--- src/rtl/mc_core_p.sv ---
// mc_core_p: multi-cycle accumulator CPU core, FETCH/EXEC/MEM/HALT sequencer over a 32-entry RF with R31 as PC
module mc_core_p #(
  parameter int DATA_W = 32,
  parameter int ADDR_W = 13,
  parameter logic [DATA_W-1:0] RESET_PC = '0
) (
  input  logic              clk,
  input  logic              rst,
  output logic              mem_req,
  output logic              mem_we,
  output logic [ADDR_W-1:0] mem_addr,
  output logic [DATA_W-1:0] mem_wdata,
  input  logic [DATA_W-1:0] mem_rdata,
  input  logic              mem_ack,
  output logic [3:0]        alu_op,
  output logic [DATA_W-1:0] alu_a,
  output logic [DATA_W-1:0] alu_b,
  output logic [DATA_W-1:0] alu_pc,
  input  logic [DATA_W-1:0] alu_r,
  input  logic              resume,
  output logic              halted,
  output logic [2:0]        ins_type,
  output logic [DATA_W-1:0] retired
);
  typedef enum logic [1:0] {FETCH, EXEC, MEM, HALT} state_t;
  state_t state, state_n;
  logic [DATA_W-1:0] rf [32];
  logic [31:0] instr;
  logic [2:0] t;
  logic [3:0] op;
  logic [4:0] a, b, c;
  logic [DATA_W-1:0] ra, rb, rc, pc, pc_n, wr_data;
  logic calc, exec_st, mem_done, wr_en, pc_en, retire;
  assign t = instr[2:0];
  assign op = instr[6:3];
  assign a = instr[11:7];
  assign b = instr[16:12];
  assign c = instr[21:17];
  assign ra = rf[a];
  assign rb = rf[b];
  assign rc = rf[c];
  assign pc = rf[31];
  // state register
  always_ff @(posedge clk)
    if (rst) state <= FETCH;
    else state <= state_n;
  // sequencing: memory phases wait for ack, HALT waits for resume
  always_comb
    state_n = state == FETCH ? (mem_ack ? EXEC : FETCH) :
              state == EXEC  ? (t == 3'd4 ? MEM : t == 3'd6 ? HALT : FETCH) :
              state == MEM   ? (mem_ack ? FETCH : MEM) :
                               (resume ? FETCH : HALT);
  // ALU operand routing and memory/status outputs, quiet while in reset
  always_comb begin
    alu_op = op;
    ins_type = t;
    alu_pc = pc;
    alu_a = t == 3'd1 ? DATA_W'(instr[31:12]) : rb;
    alu_b = t == 3'd2 ? DATA_W'(instr[31:17]) : rc;
    mem_req = !rst && (state == FETCH || state == MEM);
    mem_we = state == MEM && op[0];
    mem_addr = state == MEM ? rb[ADDR_W-1:0] : pc[ADDR_W-1:0];
    mem_wdata = ra;
    halted = !rst && state == HALT;
  end
  // writeback selection; a write to R31 replaces the PC increment
  always_comb begin
    calc = t inside {3'd1, 3'd2, 3'd3};
    exec_st = state == EXEC;
    mem_done = state == MEM && mem_ack;
    wr_en = (exec_st && calc) || (mem_done && !op[0]);
    wr_data = state == MEM ? mem_rdata : alu_r;
    pc_n = exec_st && t == 3'd5 && ra == '0 ? rb : pc + 1'b1;
    pc_en = (exec_st && t != 3'd4 && t != 3'd6) || mem_done || (state == HALT && resume);
    retire = (exec_st && t != 3'd4) || mem_done;
  end
  // register file, instruction latch and retired counter
  always_ff @(posedge clk)
    if (rst) begin
      for (int i = 0; i < 31; i++) rf[i] <= '0;
      rf[31] <= RESET_PC;
      instr <= '0;
      retired <= '0;
    end else begin
      if (state == FETCH && mem_ack) instr <= 32'(mem_rdata);
      if (pc_en) rf[31] <= pc_n;
      if (wr_en) rf[a] <= wr_data;
      if (retire) retired <= retired + 1'b1;
    end
endmodule

--- config.mk ---
export PLATFORM = sky130hd
export DESIGN_NAME = mc_core_p
export DESIGN_NICKNAME = d
export VERILOG_FILES = /design/src/rtl/mc_core_p.sv
export SDC_FILE = /design/constraint.sdc
export NUM_CORES = 2
export LEC_CHECK = 0
export BUFFER_PORTS_ARGS = -buffer_cell sky130_fd_sc_hd__buf_2
export CAP_MARGIN = 20
export CORE_MARGIN = 3
export CORE_UTILIZATION = 42
export CTS_CLUSTER_DIAMETER = 120
export DETAILED_ROUTE_END_ITERATION = 12
export PLACE_DENSITY_LB_ADDON = 0.2
export SLEW_MARGIN = 5
export SYNTH_ARGS = -nofsm -noshare
export SYNTH_HDL_FRONTEND = slang
export SYNTH_SLANG_ARGS = --single-unit
--- constraint.sdc ---
create_clock -name clk -period 6.1 [get_ports clk]
set_input_delay 0.61 -clock clk [delete_from_list [all_inputs] [get_ports clk]]
set_output_delay 0.61 -clock clk [all_outputs]
set_load 0.01 [all_outputs]
==> results_dict.tcl <==
set metrics [dict create \
    outcome "complete, no violations" \
    maxCapViolCount 0 \
    fin_nets 4764 \
    dp_cells 6596 \
    avgViaCountPerCell 7.22 \
    htreeDepth 4 \
    r2r_cells 10 \
    syn_avg_cell_area_um2 14.2 \
    drive_above_1_share_pct 35.8 \
    worst_pin_slew_ns 1.32 \
    antenna_left 0 \
    power_density_nw_per_um2 276 \
    hold-path-cell-count 3 \
    die_h_um 400 \
    start_util_pct 42.3 \
    synth.distinct_cells 66 \
    synthToLayoutAreaGrowth_pct 13.7 \
    cts_resized 0 \
    ys_seq_area_share_pct 49.5 \
    antenna_found_initial 23 \
    first_global_vias 47600 \
    grt_max_degree 96 \
    cts_setup_buffers 0 \
    clkTransAtPathRegs_ns 0.06 \
    synthFlopType "edfxtp_1" \
    cts.sink_count 1105 \
    io_buffers 250 \
    dieArea_um2 160000 \
    die_w_um 400 \
    grt_first_pass_wirelength_mm 395 \
    async_reset_ff_share_pct 0 \
    post-route-period-util_pct 86.0 \
    rsz0062_at_grt "no" \
    hold_viol_final 0 \
    place_hpwl_mm 175 \
    cp-start-kind "flip-flop" \
    worstSkewPairLatency_ns 0.79 \
    fmax_ghz 0.191 \
    cts_tree "built" \
    holdCritPathClass "in2reg" \
    drt_iter0_drc 9836 \
    slew_headroom_pct 11.6 \
    clock_path_buffers 3 \
    power.total_mw 20.5 \
    totalNegativeSetupSlack_ns 0 \
    crit_slowest_cell "dfxtp_4" \
    synthesis.area_um2 65300 \
    slew_viol_final 0 \
    gp_congestion 0.920 \
    num_io_pins 251 \
    cp.required_ns 6.70 \
    synth-seq-cells 1105 \
    endpoint_kind "flip-flop" \
    routed-via-count 49500 \
    cp_cell_sequence "buf_12, mux2i_1, nor4_1, a2111oi_0, a31oi_1, nor4_1, and4_2, buf_4, a31oi_1, o22ai_1" \
    wl_per_cell_um 42.5 \
    min_period_ns 5.25 \
    crit_buf_inv 2 \
    num_rows 144 \
    grtUsageTotal_pct 35.8 \
    leakage_nw 25.5 \
    fin_skew_ns 0.0453 \
    cts_buffers 130 \
    cp_num_cells 10 \
    root_buffer "clkbuf_16" \
    synth_edf_count 1024 \
    max-vdd-ir-drop_mv 0.299 \
    syn-num-nets 4682 \
    postCtsHoldBufs 0 \
    slowest_delay_ns 0.87 \
    crit_family "simple AND/OR/NAND/NOR gates" \
    synth_cells 4612 \
    setup_viol 0 \
    crit_type "reg2reg" \
    overflow 0 \
    drc 0 \
    cp_max_fo 57 \
    core_um2 154000 \
    critPathArrivalTime_ns 5.85 \
    yosysWarnings 0 \
    drtPass1Iterations 8 \
    wirelength_mm 291 \
    layoutNonFillerInstCount 6845 \
]
kinds of logic (layout without fill, tap and decap cells):
| kind of cell | Yosys count | in the layout | share of synthesized area [%] |
|---|---|---|---|
| AND/OR/NAND/NOR | 1526 | 1526 | 9.57 |
| AO/OA/AOI/OAI | 300 | 300 | 3.52 |
| multiplexers | 1097 | 1097 | 33.3 |
| adder cells (fa/ha/maj) | 2 | 2 | 0.0383 |
| buffers and inverters | 524 | 698 | 3.28 |
| flip-flops | 1105 | 1105 | 49.5 |
| other | 0 | 15 | 0 |
| XOR/XNOR | 58 | 58 | 0.777 |
area by class of cell:
class                   instances  area [um^2]
well taps                    2044         2560
flip-flops and latches       1105        32400
fillers                     13300        80100
inverters                      14         52.6
multi-input cells            2983        31500
clock inverters                65          749
repair buffers                460         3440
diodes                         15         37.5
clock buffers                 159         3470
placed cells by master (no fill, tap or decap), types with 37 or more instances in the layout:
| cell | Yosys | layout |
|---|---|---|
| buf_4 | 20 | 164 |
| a31oi_1 | 37 | 37 |
| buf_2 | 50 | 249 |
| a21oi_1 | 50 | 50 |
| clkbuf_16 | 0 | 135 |
| dfxtp_1 | 81 | 66 |
| nand2_1 | 179 | 146 |
| o22ai_1 | 37 | 37 |
| nor2_1 | 1143 | 1140 |
| edfxtp_1 | 1024 | 1024 |
| mux2i_1 | 188 | 154 |
| mux4_2 | 855 | 855 |
| mux2_2 | 54 | 54 |
| a221oi_1 | 39 | 39 |
power by group:
group,switching [mW],internal (mW),total [mW]
sequential,0.371,8.54,8.92
combinational,2.17,1.42,3.59
clock,3.31,4.70,8.01
synthesized netlist by cell type, types with 7 or more instances:
cell type	number	area [um^2]
nor4_1	15	93.8
edfxtp_1	1024	30700
mux4_2	855	19300
buf_4	20	150
buf_1	70	263
nand2_1	179	672
nand3_1	29	145
o21ai_0	33	165
o22ai_1	37	231
nor2_1	1143	4290
dfxtp_1	81	1620
nand2b_1	48	300
mux2i_1	188	1880
mux2_2	54	608
a22oi_1	26	195
a31oi_1	37	231
nand4_1	13	81.3
clkbuf_1	364	1370
xnor2_1	32	280
nor3b_1	7	52.6
a32o_1	8	80.1
and3_1	20	125
o41ai_2	25	407
buf_2	50	250
nor2b_1	13	81.3
nor3_1	11	55.1
inv_1	13	48.8
a21oi_1	50	250
or3_1	7	43.8
xor2_1	26	228
and2_1	18	113
a32oi_1	7	61.3
a221oi_1	39	342
routing by layer:
layer | part of all wire [%] | GRT usage, % | vias to the layer above
met5 | 0.082 | 1.22 | -
met3 | 16 | 14.5 | 957
met4 | 6.7 | 20.7 | 8
met1 | 35 | 46.2 | 25400
li1 | - | - | 18300
met2 | 43 | 50.8 | 4795
stage by stage:
step                hold WS [ns]  utilization (%)  worst slack [ns]  instance area, um^2
finish                    0.0871             48.1             0.853                74300
global placement           0.443             45.1              1.03                69600
global route              0.0826             48.1             0.894                74200
detailed placement         0.451             45.2             0.991                69800
CTS                       0.0448             47.9              1.00                74000
floorplan                  0.437                -              2.47                65300
worst min-delay path, delay by kind of cell:
family,cells,cell delay [ns]
AOI/OAI and AO/OA,1,0.05
buffers and inverters,1,0.12
and+or+nand+nor,1,0.05
path summary, 6_finish.rpt:
path,from,end,slack (ns)
min,mem_rdata[24],instr[24]$_SDFFE_PP0P_,0.09
max,flip-flop,rf[31][11]$_DFFE_PP_,0.85
min reg2reg,instr[6]$_SDFFE_PP0P_,instr[6]$_SDFFE_PP0P_,0.46
max reg2reg,flip-flop,rf[31][11]$_DFFE_PP_,0.85
state kept, by name, summed over array words and instances, names as in the netlist, named ones only:
signal and flops:
state 2, rf 1024, instr 32, retired 32
Note: power is estimated with default switching activity, not from simulation.
